**src/rtl/bin2bcd_pkg.sv**
```systemverilog
// Shared constants, state encoding and helpers for the sequential
// binary-to-BCD converter.
package bin2bcd_pkg;

    localparam int unsigned BCD_DIGIT_W = 4;
    localparam logic [BCD_DIGIT_W-1:0] ADJ_THRESH = 4'd4;
    localparam logic [BCD_DIGIT_W-1:0] ADJ_ADD    = 4'd3;

    typedef enum logic [1:0] {
        IDLE,
        SHIFT,
        DONE
    } state_t;

    function automatic int unsigned clog2(input int unsigned n);
        int unsigned r;
        r = 0;
        for (int unsigned v = 1; v < n; v = v << 1) begin
            r++;
        end
        return r;
    endfunction

endpackage

```
**src/rtl/bin2bcd_seq_adj3.sv**
```systemverilog
// Combinational double-dabble cell: a BCD digit above 4 gets 3 added.
module bcd_digit_adj3
    import bin2bcd_pkg::*;
(
    input  logic [BCD_DIGIT_W-1:0] din,
    output logic [BCD_DIGIT_W-1:0] dout
);

    always_comb begin
        dout = (din > ADJ_THRESH) ? din + ADJ_ADD : din;
    end

endmodule

```
**src/rtl/bin2bcd_seq.sv**
```systemverilog
// Multi-cycle shift-and-add-3 binary-to-BCD converter, one input bit per
// clock, with start/done handshake, overflow flag and leading-zero mask.
module bin2bcd_seq
    import bin2bcd_pkg::*;
#(
    parameter int unsigned BIN_W  = 12,
    parameter int unsigned DIGITS = 4,
    parameter bit          SIGNED = 1'b0
) (
    input  logic                          clk,
    input  logic                          rst_n,
    input  logic                          start,
    input  logic [BIN_W-1:0]              bin,
    output logic                          busy,
    output logic                          done,
    output logic [BCD_DIGIT_W*DIGITS-1:0] bcd,
    output logic [DIGITS-1:0]             blank,
    output logic                          neg,
    output logic                          ovf
);

    localparam int unsigned BCD_W = BCD_DIGIT_W * DIGITS;
    localparam int unsigned CNT_W = clog2(BIN_W);
    localparam logic [DIGITS-1:0] BLANK_RST = {DIGITS{1'b1}} << 1;

    state_t             state;
    logic [BIN_W-1:0]   mag;
    logic [BCD_W-1:0]   work;
    logic [BCD_W-1:0]   adj;
    logic [CNT_W-1:0]   cnt;
    logic               ovf_s;
    logic               sign_s;

    logic               sign_in;
    logic [BIN_W-1:0]   mag_in;
    logic [DIGITS-1:0]  blank_nx;
    logic               all_zero;

    for (genvar g = 0; g < DIGITS; g++) begin : g_adj
        bcd_digit_adj3 u_adj (
            .din  (work[g*BCD_DIGIT_W +: BCD_DIGIT_W]),
            .dout (adj[g*BCD_DIGIT_W +: BCD_DIGIT_W])
        );
    end

    // Most negative input negates to itself, which reads correctly as unsigned.
    always_comb begin
        sign_in = SIGNED && bin[BIN_W-1];
        mag_in  = sign_in ? (~bin) + BIN_W'(1) : bin;
    end

    always_comb begin
        blank_nx = '0;
        all_zero = 1'b1;
        for (int unsigned i = DIGITS - 1; i >= 1; i--) begin
            all_zero    = all_zero & (work[i*BCD_DIGIT_W +: BCD_DIGIT_W] == '0);
            blank_nx[i] = all_zero & ~ovf_s;
        end
    end

    always_ff @(posedge clk or negedge rst_n) begin
        if (!rst_n) begin
            state  <= IDLE;
            mag    <= '0;
            work   <= '0;
            cnt    <= '0;
            ovf_s  <= 1'b0;
            sign_s <= 1'b0;
            busy   <= 1'b0;
            done   <= 1'b0;
            bcd    <= '0;
            blank  <= BLANK_RST;
            neg    <= 1'b0;
            ovf    <= 1'b0;
        end else begin
            done <= 1'b0;
            case (state)
                IDLE: begin
                    if (start) begin
                        mag    <= mag_in;
                        sign_s <= sign_in;
                        work   <= '0;
                        ovf_s  <= 1'b0;
                        cnt    <= '0;
                        busy   <= 1'b1;
                        state  <= SHIFT;
                    end
                end
                SHIFT: begin
                    // Adjust then shift {ovf_s, work, mag} left by one.
                    {work, mag} <= {adj[BCD_W-2:0], mag, 1'b0};
                    ovf_s       <= ovf_s | adj[BCD_W-1];
                    cnt         <= cnt + CNT_W'(1);
                    if (cnt == CNT_W'(BIN_W - 1)) begin
                        state <= DONE;
                    end
                end
                DONE: begin
                    bcd   <= work;
                    neg   <= sign_s;
                    ovf   <= ovf_s;
                    blank <= blank_nx;
                    done  <= 1'b1;
                    busy  <= 1'b0;
                    state <= IDLE;
                end
                default: state <= IDLE;
            endcase
        end
    end

endmodule

```
**config.mk**
```make
export PLATFORM = sky130hd
export DESIGN_NAME = bin2bcd_seq
export DESIGN_NICKNAME = d
export VERILOG_FILES = /design/src/rtl/bin2bcd_pkg.sv /design/src/rtl/bin2bcd_seq_adj3.sv /design/src/rtl/bin2bcd_seq.sv
export SDC_FILE = /design/constraint.sdc
export NUM_CORES = 1
export LEC_CHECK = 0
export ABC_AREA = 1
export BUFFER_PORTS_ARGS = -buffer_cell sky130_fd_sc_hd__clkbuf_2
export CAP_MARGIN = 20
export CORE_MARGIN = 2
export CORE_UTILIZATION = 50
export CTS_BUF_LIST = sky130_fd_sc_hd__clkbuf_8 sky130_fd_sc_hd__clkbuf_16
export DETAILED_ROUTE_END_ITERATION = 6
export HOLD_SLACK_MARGIN = 0.05
export PLACE_DENSITY = 0.83
export SLEW_MARGIN = 10
export SYNTH_ARGS = -nofsm -noshare
export SYNTH_HDL_FRONTEND = slang
export SYNTH_SLANG_ARGS = --single-unit
```
**constraint.sdc**
```tcl
create_clock -name clk -period 1.04 [get_ports clk]
set_input_delay 0.156 -clock clk [delete_from_list [all_inputs] [get_ports clk]]
set_output_delay 0.156 -clock clk [all_outputs]
set_load 0.01 [all_outputs]
```
* After elaboration in Yosys (flattened, before gate mapping)
Index checks and enable logic that the tools add are counted.
** Storage, ports and cells
- Output and inout port bits :: 24
- Logic and storage cells :: 58
- Bits in registers :: 57
** Cells by class
- Eq/ne operators :: 5
- $add $sub $neg :: 5
- Reductions and logical operators :: 9
- Mux-type cells :: 18
- Order comparisons :: 4
- Bitwise operators :: 7
** Operators by type and width (count)
- $pmux W16 S2 :: 1
- $pmux W12 S2 :: 1
- $mux W4 :: 5
- $add A4 B2 Y4 const B :: 4
- $gt A4 B3 Y1 const B :: 4
- $mux W16 :: 1
- $logic_not A4 Y1 :: 3
- $mux W12 :: 1
- $pmux W4 S2 :: 1
- $reduce_and A2 Y1 :: 3
- $and A1 B1 Y1 :: 5
- $add A4 B1 Y4 const B :: 1
- $eq A4 B4 Y1 const B :: 1
- $mux W2 :: 2
- $ne A2 B2 Y1 const B :: 2
- $pmux W1 S2 :: 2
- $pmux W2 S2 :: 1
- $reduce_bool A2 Y1 :: 2
- $mux W1 :: 3
- $eq A2 B1 Y1 const B :: 1
- $eq A2 B2 Y1 const B :: 1
- $logic_not A2 Y1 :: 1
- $not A1 Y1 :: 1
- $or A1 B1 Y1 :: 1

* Logic depth before layout (Yosys ltp)
- Depth in word-level cells :: 4
- Gate-level depth with buffers :: 8

* Hierarchy
A second synthesis with hierarchy kept.
** Unflattened totals
- Cells, all modules :: 371
- Area, all modules :: 2827.7 µm²
** Modules (own cells, without submodules)
- bin2bcd_seq :: times used 1, area an instance 2292.2 µm², cells each 255, seq. area each 1430.1 µm²
- bcd_digit_adj3 :: times used 4, area an instance 133.9 µm², cells each 29, seq. area each 0.0 µm²

* Worst setup path before layout
No wires, ideal clock.
- Kind :: register to register
- From :: register cnt[0]
- To :: register cnt[2]
- Arrival time :: 1.017 ns
- Cell stages (with the launch flop) :: 5
- Clock period less this slack :: 1.143 ns
- Buffers on the path :: 0
- Slack :: -0.103 ns
- Cells stage by stage :: dfrtp_1 > ha_1 > or2_2 > nand3_1 > o21ai_0
** On the way
- Longest elaborated chain between the ends :: 2
** RTL lines
- from (decl) :: line bin2bcd_seq.sv:30 : logic [CNT_W-1:0] cnt;
- from (signal assigned) :: line bin2bcd_seq.sv:93 : cnt <= cnt + CNT_W'(1);
- $add A4 B1 Y4 :: line bin2bcd_seq.sv:93
- $pmux W4 S2 :: line bin2bcd_seq.sv:77 : case (state)
Every way passes these cells.
A chain may end at the register's enable or synchronous reset.

* Worst setup path after layout
- From :: register state[1]
- To :: register bcd[2]
** On the way
- Longest elaborated chain between the ends :: 1
** RTL lines
- from (decl) :: line bin2bcd_seq.sv:26 : state_t state;
- from (signal assigned) :: line bin2bcd_seq.sv:63 : state <= IDLE;
- from (signal assigned) :: line bin2bcd_seq.sv:86 : state <= SHIFT;
- from (signal assigned) :: line bin2bcd_seq.sv:95 : state <= DONE;
- $eq A2 B2 Y1 :: line bin2bcd_seq.sv:77
- to (signal assigned) :: line bin2bcd_seq.sv:99 : bcd <= work;
- to (decl) :: line bin2bcd_seq.sv:16 : output logic [BCD_DIGIT_W*DIGITS-1:0] bcd,
Every way passes these cells.

==> PnR_summary.wiki <==
{| class="wikitable"
! Metric !! Value
|-
| Outcome || finished with violations
|-
| Violated checks || negative setup slack
|-
| TritonCTS clock tree || done
|-
| Element type at the critical path start || flip-flop
|-
| Combinational power share || 52.1%
|-
| Leakage power total || 2.05 nW
|-
| Pwr Total || 12.2 mW
|-
| R2R depth || 7
|-
| Distinct cell type count of the synthesized netlist || 25
|-
| Seq pwr share || 30.8%
|-
| Synth Area in Compound Gates || 6.76%
|-
| Post-Synth Simple-Gate Area || 28.4%
|-
| Most common cell in the synthesized netlist || nand2_1
|-
| Number of I/O pins || 39
|-
| Area growth from synthesis to layout || 54.7%
|-
| Net switching power || 5.07 mW
|-
| FF/Latch Area || 0.00143 mm²
|-
| Worst-path maximum fanout || 18
|-
| Maximum number of pins on one net before global-route repair || 37
|-
| Num CTS Buffers || 9
|-
| Setup slack of the critical path after layout || -0.251 ns
|-
| Proportion of register bits with asynchronous set or reset after synthesis || 100%
|-
| Commonest cells in the netlist || 117 x nand2_1, 54 x dfrtp_1, 36 x nand3_1
|-
| Fill cell count || 307
|-
| Core area || 0.00507 mm²
|-
| CP Class || flip-flop to flip-flop
|-
| Number of buffers on the longest clock path || 2
|-
| Initial antenna violation count || 0
|-
| Sequential share of the synthesized area || 54.4%
|-
| Switching share of power || 41.5%
|-
| Kind of end point of the critical path || flip-flop
|-
| Worst reg2reg path endpoint || bcd[2]$_DFFE_PN0P_
|-
| Number of buffers added on ports || 36
|-
| Final setup violation count || 59
|-
| Clock slew seen by the registers of the worst setup and hold paths || 0.07 ns
|-
| Final Hold Fails || 0
|-
| Setup tns final || -10.53 ns
|-
| Crit path launch || state[1]$_DFFE_PN0P_
|-
| Worst IR Drop VDD || 1.67 mV
|-
| Via total after detailed routing || 2,646
|-
| Horizontal die dimension || 76.5 µm
|-
| Vias per std cell || 5.35
|-
| WP data required || 1.27 ns
|-
| Reg2Reg Launch Point || state[1]$_DFFE_PN0P_
|-
| Endpoint of the worst hold-timing path || mag[3]$_DFFE_PN0P_
|-
| Number of clock sinks || 57
|-
| Worst-case setup slack after placement || -0.179 ns
|-
| Area fraction of the dominant cell type after synthesis || 51.4%
|-
| Clock tree root driver cell || clkbuf_8
|-
| Synth area leaders || dfrtp_1 51%, nand2_1 17%, nand3_1 6.9%
|-
| Min Clock Period, post-route || 1.29 ns
|-
| Top flip-flop cell by instance count after synthesis || dfrtp_1
|-
| Seq cells post-synth || 57
|-
| Final Instance Count excl. Fillers || 495
|-
| Die Outline Area || 0.00585 mm²
|-
| Synthesized netlist cell count || 317
|-
| Routability congestion estimate from global placement || 0.833
|-
| Count of yosys warnings during synthesis || 0
|-
| Global-route congestion overflow total || 0
|-
| Antenna diode count || 0
|-
| Worst hold-check path type || input pin to flip-flop
|-
| Clock network power share || 17.1%
|-
| Hold Path Stages || 3
|-
| Placed Cells || 445
|-
| Number of pins with negative max-slew slack in the final report || 0
|-
| Std-Cell Rows || 26
|-
| Net count reported at finish || 440
|-
| DRT Wirelength || 8210 µm
|-
| Setup skew after layout || 0.00973 ns
|-
| First DRT Iteration DRCs || 222
|-
| Slack of the worst reg-to-reg path || -0.25 ns
|-
| XOR/XNOR share of the synthesized area || 0%
|-
| Maximum level of the CTS H-tree || 3
|-
| Clock Latency Late Sink || 0.35 ns
|-
| Internal power || 7.16 mW
|-
| Die span in y || 76.5 µm
|-
| Unrepaired setup endpoints after global routing || true
|-
| Post-synth design cell area || 0.00263 mm²
|-
| First-pass GRT wire length || 11,700 µm
|-
| Combinational family with the most area after synthesis || simple AND/OR/NAND/NOR gates
|-
| Total track usage || 26.1%
|-
| DRC violations left || 0
|-
| Number of global-route vias before repair || 2,553
|-
| Max-cap violations || 0
|-
| Average cell area after synthesis || 8.29 µm²
|-
| Final antenna-violating net count || 0
|-
| Area of combinational cells with multiple inputs || 0.00130 mm²
|-
| Power density normalized to cell area || 3010 mW/mm²
|-
| Drt pass-1 iters || 4
|-
| Average routed wire per standard cell || 16.6 µm
|-
| Share of the clock period used by the worst path || 124%
|-
| Number of enable flip-flop cells after synthesis || 0
|-
| Min-delay src || bin[3]
|-
| Worst endpoint data arrival time || 1.52 ns
|-
| Half-perimeter wire length after placement || 3970 µm
|-
| Ratio of cells with drive above 1 in the final layout || 44.9%
|-
| Max Clk Rate || 0.775 GHz
|-
| Top cell type by total area after synthesis || dfrtp_1
|-
| Fraction of synthesized area in multiplexers || 0%
|-
| Starting Density || 51.8%
|-
| Adder and majority cell fraction of the synthesized area || 2.38%
|}
sequential cells by signal, summed over array words and instances, names as in the netlist, 2 cells and up:
register	count
bcd	16
work	16
mag	12
cnt	4
blank	3
state	2
cells by family after synthesis:
kind of cell | Yosys count
adders and majority gates | 5
other | 1
and+or+nand+nor | 179
buffers and inverters | 41
DFF | 57
AOI/OAI and AO/OA | 34
worst max path at each step:
stage,endpoint,depth (start not counted),slack (ns)
3_3_place_gp,bcd[2]$_DFFE_PN0P_,4,-0.09
4_1_cts,blank[1],1,-0.12
6_report,bcd[2]$_DFFE_PN0P_,7,-0.25
2_1_floorplan,mag[10]$_DFFE_PN0P_,6,-0.005
5_1_grt,bcd[2]$_DFFE_PN0P_,7,-0.30
3_5_place_dp,bcd[7]$_DFFE_PN0P_,4,-0.18
layout by cell type (no fill, tap or decap), types with 4 or more instances in the layout:
| cell | n |
|---|---|
| dfrtp_1 | 53 |
| o21ai_1 | 21 |
| nand2_1 | 86 |
| inv_2 | 12 |
| inv_1 | 15 |
| dlygate4sd3_1 | 10 |
| buf_6 | 11 |
| nand3_1 | 24 |
| o21ai_2 | 5 |
| clkbuf_2 | 33 |
| buf_12 | 7 |
| nor2_1 | 12 |
| buf_4 | 34 |
| ha_4 | 4 |
| nand2_4 | 4 |
| o21ai_0 | 4 |
| nand2_2 | 26 |
| nand3_2 | 12 |
| clkbuf_8 | 11 |
| nor2_2 | 4 |
worst max-delay path, stage by stage (launching register included):
cell and delay, ns:
dfrtp_1 0.38, inv_2 0.07, buf_4 0.14, nor2_4 0.21, buf_12 0.16, inv_12 0.05, nand2_1 0.07, o21ai_1 0.07
stage by stage:
| stage | instance area [µm²] | utilization, % | hold slack, ns |
|---|---|---|---|
| final | 4060 | 80.1 | 0.0535 |
| after global routing | 4060 | 80.1 | 0.0616 |
| after CTS | 3800 | 74.9 | 0.0505 |
| after detailed placement | 3130 | 61.7 | 0.0651 |
| after global placement | 3130 | 61.7 | 0.0615 |
| after floorplan | 2670 | - | -0.140 |
metal layers:
metal | GRT usage (%) | vias to the layer above | wire (µm)
li1 | - | 1232 | -
met1 | 27.3 | 1283 | 3030
met2 | 48.1 | 102 | 4490
met3 | 4.50 | 29 | 336
met4 | 16.4 | 0 | 349
met5 | 0 | - | 0
power by group through the flow:
stage | logic (mW) | clock network, mW | registers, mW
CTS | 5.59 | 2.11 | 3.70
finish | 6.37 | 2.09 | 3.77
global route | 6.91 | 2.21 | 3.86
floorplan | 2.67 | 0 | 3.70
detailed placement | 4.45 | 0 | 3.62
global placement | 4.25 | 0 | 3.60
timing repair:
action                                 CTS  global route
cloned                                   3             3
setup buffers                            9            10
resized for setup                       89            50
pin swaps                               20             3
endpoints found under the hold margin   65             0
setup endpoints to repair               57            61
hold buffers                            10             0
layout make-up:
cell class | instances | area share (%)
clock buffers | 11 | 3.73
well taps | 70 | 2.16
inverters | 30 | 3.69
clock inverters | 5 | 1.17
repair inverters | 3 | 1.08
repair buffers | 99 | 21.0
multi-input cells | 220 | 31.9
flip-flops and latches | 57 | 35.2
Power figures use the tool's default switching activity.
